===== src/rtl/seg7_pkg.sv =====
// Shared constants for the seven-segment scan path: active-low hex glyphs,
// the blank pattern and a constant-foldable clog2.
package seg7_pkg;

  localparam logic [6:0] SEG_BLANK = 7'b1111111;

  // Active-low abcdefg, seg[6]=a ... seg[0]=g, indexed by nibble value.
  localparam logic [6:0] SEG_HEX [16] = '{
    7'b0000001, 7'b1001111, 7'b0010010, 7'b0000110,
    7'b1001100, 7'b0100100, 7'b0100000, 7'b0001111,
    7'b0000000, 7'b0001100, 7'b0001000, 7'b1100000,
    7'b1110010, 7'b1000010, 7'b0110000, 7'b0111000
  };

  function automatic int clog2(input int n);
    int r;
    r = 0;
    while ((1 << r) < n) r++;
    return r;
  endfunction

endpackage


===== src/rtl/seg7_hex_decode.sv =====
// Combinational nibble to active-low seven-segment pattern lookup.
module seg7_hex_decode
  import seg7_pkg::*;
(
  input  logic [3:0] nibble_i,
  output logic [6:0] seg_o
);

  assign seg_o = SEG_HEX[nibble_i];

endmodule


===== src/rtl/seg7_scan_ctrl.sv =====
// Multiplexed common-anode seven-segment scan controller with per-slot blanking,
// per-digit enable/decimal point and global brightness. Optional blink: SEG7_BLINK_EN.
module seg7_scan_ctrl
  import seg7_pkg::*;
#(
  parameter int DIGITS    = 8,
  parameter int SCAN_DIV  = 200,
  parameter int BLANK_CYC = 4,
  parameter int BRIGHT_W  = 4
`ifdef SEG7_BLINK_EN
  , parameter int BLINK_FRAMES = 64
`endif
) (
  input  logic                  clk,
  input  logic                  reset,
  input  logic [4*DIGITS-1:0]   digit_data,
  input  logic [DIGITS-1:0]     dp_in,
  input  logic [DIGITS-1:0]     digit_en,
  input  logic [BRIGHT_W-1:0]   brightness,
`ifdef SEG7_BLINK_EN
  input  logic [DIGITS-1:0]     blink_mask,
`endif
  output logic [DIGITS-1:0]     an,
  output logic [6:0]            seg,
  output logic                  dp_n,
  output logic                  frame_tick
);

  localparam int CW      = clog2(SCAN_DIV);
  localparam int IW      = (DIGITS > 1) ? clog2(DIGITS) : 1;
  localparam int PW      = CW + BRIGHT_W;
  localparam int LIT_MAX = SCAN_DIV - BLANK_CYC;

  logic [CW-1:0]     cnt_q, cnt_d;
  logic [IW-1:0]     idx_q, idx_d;
  logic [3:0]        snap_nib_q, snap_nib_d;
  logic              snap_dp_q, snap_dp_d;
  logic              snap_en_q, snap_en_d;
  logic [CW-1:0]     snap_on_q, snap_on_d;

  logic [DIGITS-1:0] an_q, an_d;
  logic [6:0]        seg_q, seg_d;
  logic              dp_n_q, dp_n_d;
  logic              frame_tick_q, frame_tick_d;

  logic [3:0]        nib [DIGITS];
  logic [PW-1:0]     on_full;
  logic [CW-1:0]     on_len;
  logic              slot_start, slot_end, last_digit, lit, blink_off;
  logic [6:0]        dec_seg;

  for (genvar i = 0; i < DIGITS; i++) begin : g_nib
    assign nib[i] = digit_data[4*i +: 4];
  end

  assign slot_start = (cnt_q == '0);
  assign slot_end   = (cnt_q == CW'(SCAN_DIV - 1));
  assign last_digit = (idx_q == IW'(DIGITS - 1));

  // Full-width product so the brightness scaling never truncates before the shift.
  assign on_full = PW'(LIT_MAX) * (PW'(brightness) + PW'(1));
  assign on_len  = CW'(on_full >> BRIGHT_W);

`ifdef SEG7_BLINK_EN
  localparam int FW = clog2(BLINK_FRAMES) + 1;

  logic [FW-1:0] frame_cnt_q;
  logic          blink_phase_q;

  assign blink_off = blink_phase_q & blink_mask[idx_q];

  // Phase flips once every BLINK_FRAMES completed frames, starting visible.
  always_ff @(posedge clk) begin
    if (!reset) begin
      frame_cnt_q   <= '0;
      blink_phase_q <= 1'b0;
    end else if (slot_end && last_digit) begin
      if (frame_cnt_q == FW'(BLINK_FRAMES - 1)) begin
        frame_cnt_q   <= '0;
        blink_phase_q <= ~blink_phase_q;
      end else begin
        frame_cnt_q <= frame_cnt_q + FW'(1);
      end
    end
  end
`else
  assign blink_off = 1'b0;
`endif

  seg7_hex_decode u_dec (
    .nibble_i (snap_nib_q),
    .seg_o    (dec_seg)
  );

  assign lit = snap_en_q && (cnt_q >= CW'(BLANK_CYC))
            && ((cnt_q - CW'(BLANK_CYC)) < snap_on_q);

  always_comb begin
    // NOTE: every signal assigned here gets a default first, so no path can infer a latch.
    cnt_d      = cnt_q + CW'(1);
    idx_d      = idx_q;
    snap_nib_d = snap_nib_q;
    snap_dp_d  = snap_dp_q;
    snap_en_d  = snap_en_q;
    snap_on_d  = snap_on_q;

    if (slot_end) begin
      cnt_d = '0;
      idx_d = last_digit ? '0 : idx_q + IW'(1);
    end

    if (slot_start) begin
      snap_nib_d = nib[idx_q];
      snap_dp_d  = dp_in[idx_q];
      snap_en_d  = digit_en[idx_q] & ~blink_off;
      snap_on_d  = on_len;
    end

    an_d         = lit ? ~(DIGITS'(1) << idx_q) : '1;
    seg_d        = lit ? dec_seg : SEG_BLANK;
    dp_n_d       = ~(lit & snap_dp_q);
    frame_tick_d = slot_start && (idx_q == '0);
  end

  always_ff @(posedge clk) begin
    // NOTE: sequential state uses non-blocking assignments only; blocking here would race.
    if (!reset) begin
      cnt_q        <= '0;
      idx_q        <= '0;
      // NOTE: the snapshot is cleared as well so nothing stale can light after reset.
      snap_nib_q   <= '0;
      snap_dp_q    <= 1'b0;
      snap_en_q    <= 1'b0;
      snap_on_q    <= '0;
      an_q         <= '1;
      seg_q        <= SEG_BLANK;
      dp_n_q       <= 1'b1;
      frame_tick_q <= 1'b0;
    end else begin
      cnt_q        <= cnt_d;
      idx_q        <= idx_d;
      snap_nib_q   <= snap_nib_d;
      snap_dp_q    <= snap_dp_d;
      snap_en_q    <= snap_en_d;
      snap_on_q    <= snap_on_d;
      an_q         <= an_d;
      seg_q        <= seg_d;
      dp_n_q       <= dp_n_d;
      frame_tick_q <= frame_tick_d;
    end
  end

  assign an         = an_q;
  assign seg        = seg_q;
  assign dp_n       = dp_n_q;
  assign frame_tick = frame_tick_q;

endmodule


===== config.mk =====
export PLATFORM = sky130hd
export DESIGN_NAME = seg7_scan_ctrl
export DESIGN_NICKNAME = d
export VERILOG_FILES = /design/src/rtl/seg7_pkg.sv /design/src/rtl/seg7_hex_decode.sv /design/src/rtl/seg7_scan_ctrl.sv
export SDC_FILE = /design/constraint.sdc
export NUM_CORES = 1
export LEC_CHECK = 0
export BUFFER_PORTS_ARGS = -buffer_cell sky130_fd_sc_hd__buf_2
export CORE_ASPECT_RATIO = 0.7
export CORE_MARGIN = 10
export CORE_UTILIZATION = 57
export CTS_BUF_LIST = sky130_fd_sc_hd__clkbuf_16
export CTS_CLUSTER_SIZE = 28
export DETAILED_ROUTE_END_ITERATION = 12
export HOLD_SLACK_MARGIN = 0.03
export MAX_ROUTING_LAYER = met4
export PLACE_DENSITY = 0.84
export SLEW_MARGIN = 20
export SYNTH_ARGS = -nofsm -noshare
export SYNTH_HDL_FRONTEND = slang
export SYNTH_SLANG_ARGS = --single-unit

===== constraint.sdc =====
create_clock -name clk -period 5.9 [get_ports clk]
set_input_delay 0.59 -clock clk [delete_from_list [all_inputs] [get_ports clk]]
set_output_delay 0.59 -clock clk [all_outputs]
set_load 0.1 [all_outputs]

==> results.txt, run 1 <==
----------------------------------------------------
[CTS]
  TritonCTS clock tree ... yes
  Root Driver ... sky130_fd_sc_hd__clkbuf_16
  Post-cts resize count ... 0
  Setup Buffers After CTS ... 0
  Hold bufs inserted after CTS ... 0
  Insertion delay of the later-clocked pin in the worst-skew pair ... ~280 ps
  Num CTS Buffers ... 5
  Clk pin slew, worst setup/hold paths ... around 60 ps
  Clock Sinks ... 42
  H-tree depth ... 2
  Longest Clk Path Bufs ... 2

[Outcome]
  Run status ... finished clean

[Place]
  Routability-driven placement congestion ratio ... ~0.9
  Count of input and output buffers ... 70
  Post-DP HPWL ... about 4900 µm
  Placed inst area ... ~0.003 mm²

[STA]
  Final sum of negative setup slack ... 0 ps
  RSZ-0062 raised after global routing ... false
  Maximum operating frequency ... just under 0.4 GHz
  Final Max Tran Viols ... 0
  Max-slew headroom ... between 30% and 40%
  Worst slew pin tran ... between 900 and 1000 ps
  Final count of hold timing violations ... 0
  Fin Clk Skew ... approximately 4.3 ps
  Tmin final ... between 2000 and 3000 ps
  Setup violators final ... 0
  Final cycle utilization of the critical path ... a little over two fifths

[Worst setup path]
  Critical register-to-register path startpoint ... cnt_q[4]
  Crit end category ... flip-flop
  Launch point of the critical path ... cnt_q[4]
  Max stage delay on crit path ... around 440 ps
  Top delay family on crit path ... compound AO/OA/AOI/OAI gates
  Worst setup slack for register-to-register paths ... ~3300 ps
  Worst endpoint required time ... 6030 ps
  Terminus of the critical flop-to-flop path ... seg[2]
  Maximum fanout encountered on the critical timing path ... 16
  FF-to-FF path depth ... 8
  Critical path depth in cells ... 8
  Nature of the critical path startpoint ... flip-flop
  Master of the slowest instance on the critical path ... sky130_fd_sc_hd__dfxtp_1
  Critical path data arrival time ... between 2000 and 3000 ps
  Type of the setup path with the least slack ... reg -> reg
  End point of the critical path ... seg[2]
  Critical path buffer and inverter count ... 0
  Chain of cells forming the critical path ... nor3_1, nor3b_1, xor2_1, ha_1, a21oi_1, nand2_1, a41oi_4, o211ai_1

[Die]
  Die footprint ... roughly 0.008 mm²
  Row Count ... 20
  Horizontal die dimension ... roughly 100 µm
  Initial Utilization ... around three fifths
  Floorplan core area ... 0.004404 mm²
  Number of primary I/O pins ... roughly 70
  Die height ... between 70 and 80 µm

[Global route]
  Largest net degree at the start of global routing ... 22
  First-pass GRT wire length ... 10410 µm
  Initial antenna violation count ... 0
  Vias in the first global route ... 2254
  Overall global routing resource usage ... between 10% and 20%
  Overflow after GRT ... 0

[Synthesis]
  Post-synth ARST share ... 0%
  Register bit total from synthesis ... 42
  Seq/Total Area, Yosys ... between 30% and 40%
  Avg Synthesized Cell Area ... approximately 9.7 µm²
  Mapped Nets ... 361
  Top_reg_cell synth ... sky130_fd_sc_hd__dfxtp_1
  Number of warning messages in the yosys log ... 0
  Netlist area before placement ... between 0.002 and 0.003 mm²
  Number of cells produced by synthesis ... ~270
  Area share of the leading cell type in the synthesized netlist ... a little under a third
  Largest area contributor in the synthesized netlist ... sky130_fd_sc_hd__dfxtp_1
  Cell types occupying the most area after synthesis ... sky130_fd_sc_hd__dfxtp_1 32%, sky130_fd_sc_hd__ha_1 17%, sky130_fd_sc_hd__mux4_2 11%
  Cell variety after synth ... 41
  Number of enable-type register cells in the synthesized netlist ... 0

[Cells and area]
  Final instance area ... about 0.0031 mm²
  Seq. cell area ... 840.8 µm²
  Nets ... about 430
  Multi-input logic area ... around 0.0016 mm²
  Inserted Diodes ... 0
  Utilization after layout ... roughly 71%
  Signed area change from the synthesized netlist to the final layout ... 17.83%
  Share of layout cells above drive strength 1 ... 29.67%
  Fill cell total of the finished layout ... roughly 340

[Flow run]
  Max capacitance violation total ... 0

[Pwr]
  Power density over the cells ... 236.8 mW/mm²
  Worst vdd ir ... between 0.15 and 0.2 mV
  Leakage power figure ... ~1.4 nW
  Total power after layout ... 0.7380 mW

[Detailed routing]
  Post-detailed-routing wire length ... just over 6000 µm
  Number of nets still failing antenna checks after routing ... 0
  DRC violation count after routing ... 0
  Post-DR wirelength/cell ... around 16 µm
  DRC violation total after the first TritonRoute iteration ... 106
  Overall via count from detail_route ... approximately 2100
  DRT Pass-1 Iters ... 4
  Number of vias per cell ... between 5 and 6

[Hold path]
  Classification of the worst-slack hold path ... reg -> reg
  Cell depth of the worst min-delay path ... 1

----------------------------------------------------
-- sequential cells by signal, summed over array words and instances, names as in the netlist --
| name | cells |
|---|---|
| an | 8 |
| cnt_q | 8 |
| dp_n | 1 |
| frame_tick | 1 |
| idx_q | 3 |
| seg | 7 |
| snap_dp_q | 1 |
| snap_en_q | 1 |
| snap_nib_q | 4 |
| snap_on_q | 8 |
-- synth_stat cells (5+ instances only) --
cell / number
sky130_fd_sc_hd__dfxtp_1: 42
sky130_fd_sc_hd__mux4_2: 13
sky130_fd_sc_hd__nand2_1: 28
sky130_fd_sc_hd__xor2_1: 11
sky130_fd_sc_hd__nand3_1: 11
sky130_fd_sc_hd__inv_1: 23
sky130_fd_sc_hd__o211ai_1: 5
sky130_fd_sc_hd__o22ai_1: 6
sky130_fd_sc_hd__clkbuf_1: 5
sky130_fd_sc_hd__xnor2_1: 7
sky130_fd_sc_hd__ha_1: 35
sky130_fd_sc_hd__a21oi_1: 6
sky130_fd_sc_hd__nor2_1: 20
sky130_fd_sc_hd__o21ai_0: 5
sky130_fd_sc_hd__o21ai_1: 7
-- cell families after synthesis --
group | synth area share, %
buffers and inverters | 6.622
DFF | 31.79
AOI/OAI and AO/OA | 11.12
adders and majority gates | 16.56
muxes | 12.68
xor gates and xnor gates | 5.960
and+or+nand+nor | 15.28
-- stage by stage --
step / worst slack (ps) / hold WS, ps / std cells
floorplan: 3548 / 358.1 / 272
global placement: 3307 / 372.2 / 384
detailed placement: 3236 / 369.4 / 384
CTS: 3343 / 397.9 / 392
global route: 3105 / 431.7 / 392
finish: 3342 / 395.7 / 392
-- power by group --
part / switching (mW) / internal [mW] / total, mW
logic: 0.0879 / 0.0720 / 0.160
clock network: 0.106 / 0.154 / 0.260
registers: 0.0175 / 0.300 / 0.318
-- worst min path at each step --
stage	to	slack (ps)	startpoint
2_1_floorplan	dp_n	360	snap_dp_q
3_3_place_gp	dp_n	370	snap_dp_q
3_5_place_dp	dp_n	370	snap_dp_q
4_1_cts	dp_n	400	snap_dp_q
5_1_grt	dp_n	430	snap_dp_q
6_report	dp_n	400	snap_dp_q
-- final cells by class --
type | count | share of cell area [%]
multi-input cells | 194 | 52.27
flip-flops and latches | 42 | 26.98
repair buffers | 70 | 11.24
clock buffers | 5 | 4.014
inverters | 23 | 2.770
well taps | 55 | 2.208
clock inverters | 3 | 0.5219
-- cells in the final DEF (no fill, tap or decap), drive strengths merged, types with 2 or more instances in the layout --
cell type  instances
mux2i              2
nand3             11
and3               4
xor2              11
o211a              2
nand2             30
xnor2              7
mux2               2
o22ai              6
clkinv             2
nor2b              2
dfxtp             42
o21ai             13
a21oi              8
o211ai             5
nor2              20
nor3b              2
buf               70
clkbuf             5
mux4              13
inv               23
nor3               4
nand4              2
ha                35
nand3b             2
a21boi             4
nand2b             3
-- routing by layer --
metal,track usage (%),wire (µm),vias to the layer above
li1,-,-,1072
met1,21.06,2843,964
met2,24.05,2713,85
met3,4.029,439,8
met4,5.972,85,0
met5,-,0,-
Note: power is estimated with default switching activity, not from simulation.
==> inputs of run 2 (changes only) <==
CORE_UTILIZATION = 48   (was 57)
PLACE_DENSITY = 0.75   (was 0.84)
clock period = 2.2 ns   (was 5.9 ns; I/O delays follow)
==> run 2 against run 1 <==
Compared with the run above:
- critical path depth grew 2
- combinational power grew to 2.9 times the previous value
- hold slack lost 51 ps
- design area grew 7.5%
- routed wire length grew 2.1%
- maximum frequency grew 18%
- non-clock buffer count grew 17
- worst setup slack lost 3300 ps
- register-to-register slack lost 3300 ps
- global-route usage shrank 2.2 points
- clock power grew to 2.8 times the previous value
- critical path type unchanged
- critical endpoint is now seg[5]
==> results.txt, run 2 (same netlist as run 1, synthesis figures left out) <==
----------------------------------------------------
[Outcome]
  Run status ... finished clean (unchanged)

[STA]
  Final count of hold timing violations ... 0 (unchanged)
  Tmin final ... 2173 ps (was 2558 ps)
  RSZ-0062 raised after global routing ... true (was false)
  Maximum operating frequency ... 0.4602 GHz (was 0.3909 GHz)
  Final Max Tran Viols ... 0 (unchanged)
  Setup violators final ... 0 (unchanged)
  Final cycle utilization of the critical path ... 98.76% (was 43.36%)
  Worst slew pin tran ... 626.2 ps (was 914.1 ps)
  Final sum of negative setup slack ... 0 ps (unchanged)
  WHS ... 344.5 ps (was 395.7 ps)
  Fin Clk Skew ... 3.932 ps (was 4.338 ps)
  Max-slew headroom ... 58.20% (was 38.98%)

[Detailed routing]
  Post-detailed-routing wire length ... 6206 µm (was 6081 µm)
  DRT Pass-1 Iters ... 4 (unchanged)
  Overall via count from detail_route ... 2138 (was 2129)
  DRC violation total after the first TritonRoute iteration ... 85 (was 106)
  DRC violation count after routing ... 0 (unchanged)
  Post-DR wirelength/cell ... 14.57 µm (was 15.51 µm)
  Number of nets still failing antenna checks after routing ... 0 (unchanged)
  Number of vias per cell ... 5.019 (was 5.431)

[Global route]
  First-pass GRT wire length ... 9922 µm (was 10410 µm)
  Initial antenna violation count ... 0 (unchanged)
  Largest net degree at the start of global routing ... 21 (was 22)
  Vias in the first global route ... 2098 (was 2254)
  Overall global routing resource usage ... 14.10% (was 16.33%)
  Overflow after GRT ... 0 (unchanged)

[CTS]
  Longest Clk Path Bufs ... 2 (unchanged)
  Insertion delay of the later-clocked pin in the worst-skew pair ... 290 ps (was 280 ps)
  Clock Sinks ... 42 (unchanged)
  TritonCTS clock tree ... yes (unchanged)
  Root Driver ... sky130_fd_sc_hd__clkbuf_16 (unchanged)
  Clk pin slew, worst setup/hold paths ... 60 ps (about the same)
  Hold bufs inserted after CTS ... 0 (unchanged)
  Num CTS Buffers ... 5 (unchanged)
  H-tree depth ... 2 (unchanged)

[Cells and area]
  Fill cell total of the finished layout ... 465 (was 338)
  Count of placed standard cells in the final layout, fillers left out ... 426 (was 392)
  Share of layout cells above drive strength 1 ... 36.16% (was 29.67%)
  Most common library cell in the layout ignoring fill and taps ... sky130_fd_sc_hd__buf_2 (unchanged)
  Most frequent cells in the layout ... 70 x sky130_fd_sc_hd__buf_2, 40 x sky130_fd_sc_hd__dfxtp_1, 35 x sky130_fd_sc_hd__ha_1, 27 x sky130_fd_sc_hd__nand2_1, 21 x sky130_fd_sc_hd__inv_1 (was 70 x sky130_fd_sc_hd__buf_2, 42 x sky130_fd_sc_hd__dfxtp_1, 35 x sky130_fd_sc_hd__ha_1, 28 x sky130_fd_sc_hd__nand2_1, 23 x sky130_fd_sc_hd__inv_1)
  Signed area change from the synthesized netlist to the final layout ... 26.68% (was 17.83%)
  Inserted Diodes ... 0 (unchanged)
  Nets ... 442 (was 425)
  Utilization after layout ... 63.40% (was 70.77%)

[Pwr]
  Power density over the cells ... 609.5 mW/mm² (was 236.8 mW/mm²)
  Leakage power figure ... 1.479 nW (was 1.366 nW)
  Worst vdd ir ... 0.2918 mV (was 0.1712 mV)
  Total power after layout ... 2.042 mW (was 0.7380 mW)

[Worst setup path]
  Crit end category ... flip-flop (unchanged)
  Critical path buffer and inverter count ... 1 (was 0)
  Maximum fanout encountered on the critical timing path ... 8 (was 16)
  Worst endpoint required time ... 2360 ps (was 6030 ps)
  Type of the setup path with the least slack ... reg -> reg (unchanged)
  Master of the slowest instance on the critical path ... sky130_fd_sc_hd__dfxtp_4 (was sky130_fd_sc_hd__dfxtp_1)
  Critical path data arrival time ... 2330 ps (was 2680 ps)
  Max stage delay on crit path ... 360 ps (was 440 ps)
  Chain of cells forming the critical path ... nor3_4, nor3b_4, xor2_1, ha_1, nand3b_1, a21oi_2, nand2_2, a41oi_4, clkbuf_16, o211ai_1 (was nor3_1, nor3b_1, xor2_1, ha_1, a21oi_1, nand2_1, a41oi_4, o211ai_1)
  Top delay family on crit path ... simple AND/OR/NAND/NOR gates (was compound AO/OA/AOI/OAI gates)
  Nature of the critical path startpoint ... flip-flop (unchanged)

[Place]
  Routability-driven placement congestion ratio ... 0.9000 (was 0.9101)
  Count of input and output buffers ... 70 (unchanged)
  Post-DP HPWL ... 4849 µm (was 4917 µm)
  Cell Count Post-Placement ... 415 (was 384)

[Flow run]
  Max capacitance violation total ... 0 (unchanged)

[Die]
  Row Count ... 22 (was 20)
  Initial Utilization ... 50.05% (was 60.06%)
  Number of primary I/O pins ... 71 (unchanged)
  Horizontal die dimension ... 108.7 µm (was 101.4 µm)
  Die footprint ... 0.008927 mm² (was 0.007809 mm²)
  Die height ... 82.11 µm (was 77.00 µm)
  Floorplan core area ... 0.005285 mm² (was 0.004404 mm²)

[Hold path]
  Classification of the worst-slack hold path ... in -> reg (was reg -> reg)

----------------------------------------------------
[run 2: cell types whose count changed in the layout (fill, tap and decap cells not counted), sizes merged]
| cell | previous run | this run |
|---|---|---|
| clkinv | 2 | 1 |
| clkbuf | 5 | 6 |
| buf | 70 | 86 |
| inv | 23 | 24 |
[run 2: routing by layer]
layer	wire length [µm]	track usage [%]	part of all wire [%]	vias to the layer above
li1	-	-	-	1103
met1	2972	18.45	48	969
met2	2837	21.03	46	59
met3	323	3.403	5.2	7
met4	74	4.724	1.2	0
met5	0	-	0	-
[run 2: cell type report]
class	count	area [µm²]	share of cell area, %
inverter	23	86.33	2.577
sequential	42	848.3	25.32
clock buffer	5	125.1	3.734
clock inverter	3	25.02	0.7468
tap	72	90.09	2.689
timing repair buffer	87	508.0	15.16
multi-input combinational	194	1668	49.78
[run 2: power breakdown]
group          internal, mW  switching (mW)  total (mW)
Combinational         0.216           0.244       0.459
Sequential            0.803          0.0433       0.846
Clock                 0.426           0.311       0.737
Total                  1.44           0.598        2.04
[run 2: path summary, 6_finish.rpt]
check | start | to | slack [ps] | depth (start not counted)
worst max-delay path | cnt_q[3] | seg[5] | 30 | 10
worst min-delay path | brightness[3] | snap_on_q[1] | 340 | 4
worst max register to register | cnt_q[3] | seg[5] | 30 | 10
worst min register to register | snap_dp_q | dp_n | 380 | 1
[run 2: metrics by stage]
step | worst slack [ps] | area [µm²]
CTS | 0.5449 | 3267
floorplan | 17.03 | 2649
global placement | 36.17 | 3114
finish | 27.25 | 3351
detailed placement | -3.733 | 3114
global route | -110.7 | 3351
[run 2: timing repair]
item                                    4_1_cts  5_1_grt
endpoints found under the setup margin        3       16
pin swaps                                     0        6
setup buffers                                 0        2
cloned                                        0        1
gates resized for setup                       2       13
[run 2: worst reg2reg max path: stages, from the launching register on]
cell,delay [ps]
sky130_fd_sc_hd__dfxtp_4,360
sky130_fd_sc_hd__nor3_4,200
sky130_fd_sc_hd__nor3b_4,210
sky130_fd_sc_hd__xor2_1,100
sky130_fd_sc_hd__ha_1,210
sky130_fd_sc_hd__nand3b_1,180
sky130_fd_sc_hd__a21oi_2,140
sky130_fd_sc_hd__nand2_2,90
sky130_fd_sc_hd__a41oi_4,270
sky130_fd_sc_hd__clkbuf_16,210
sky130_fd_sc_hd__o211ai_1,80
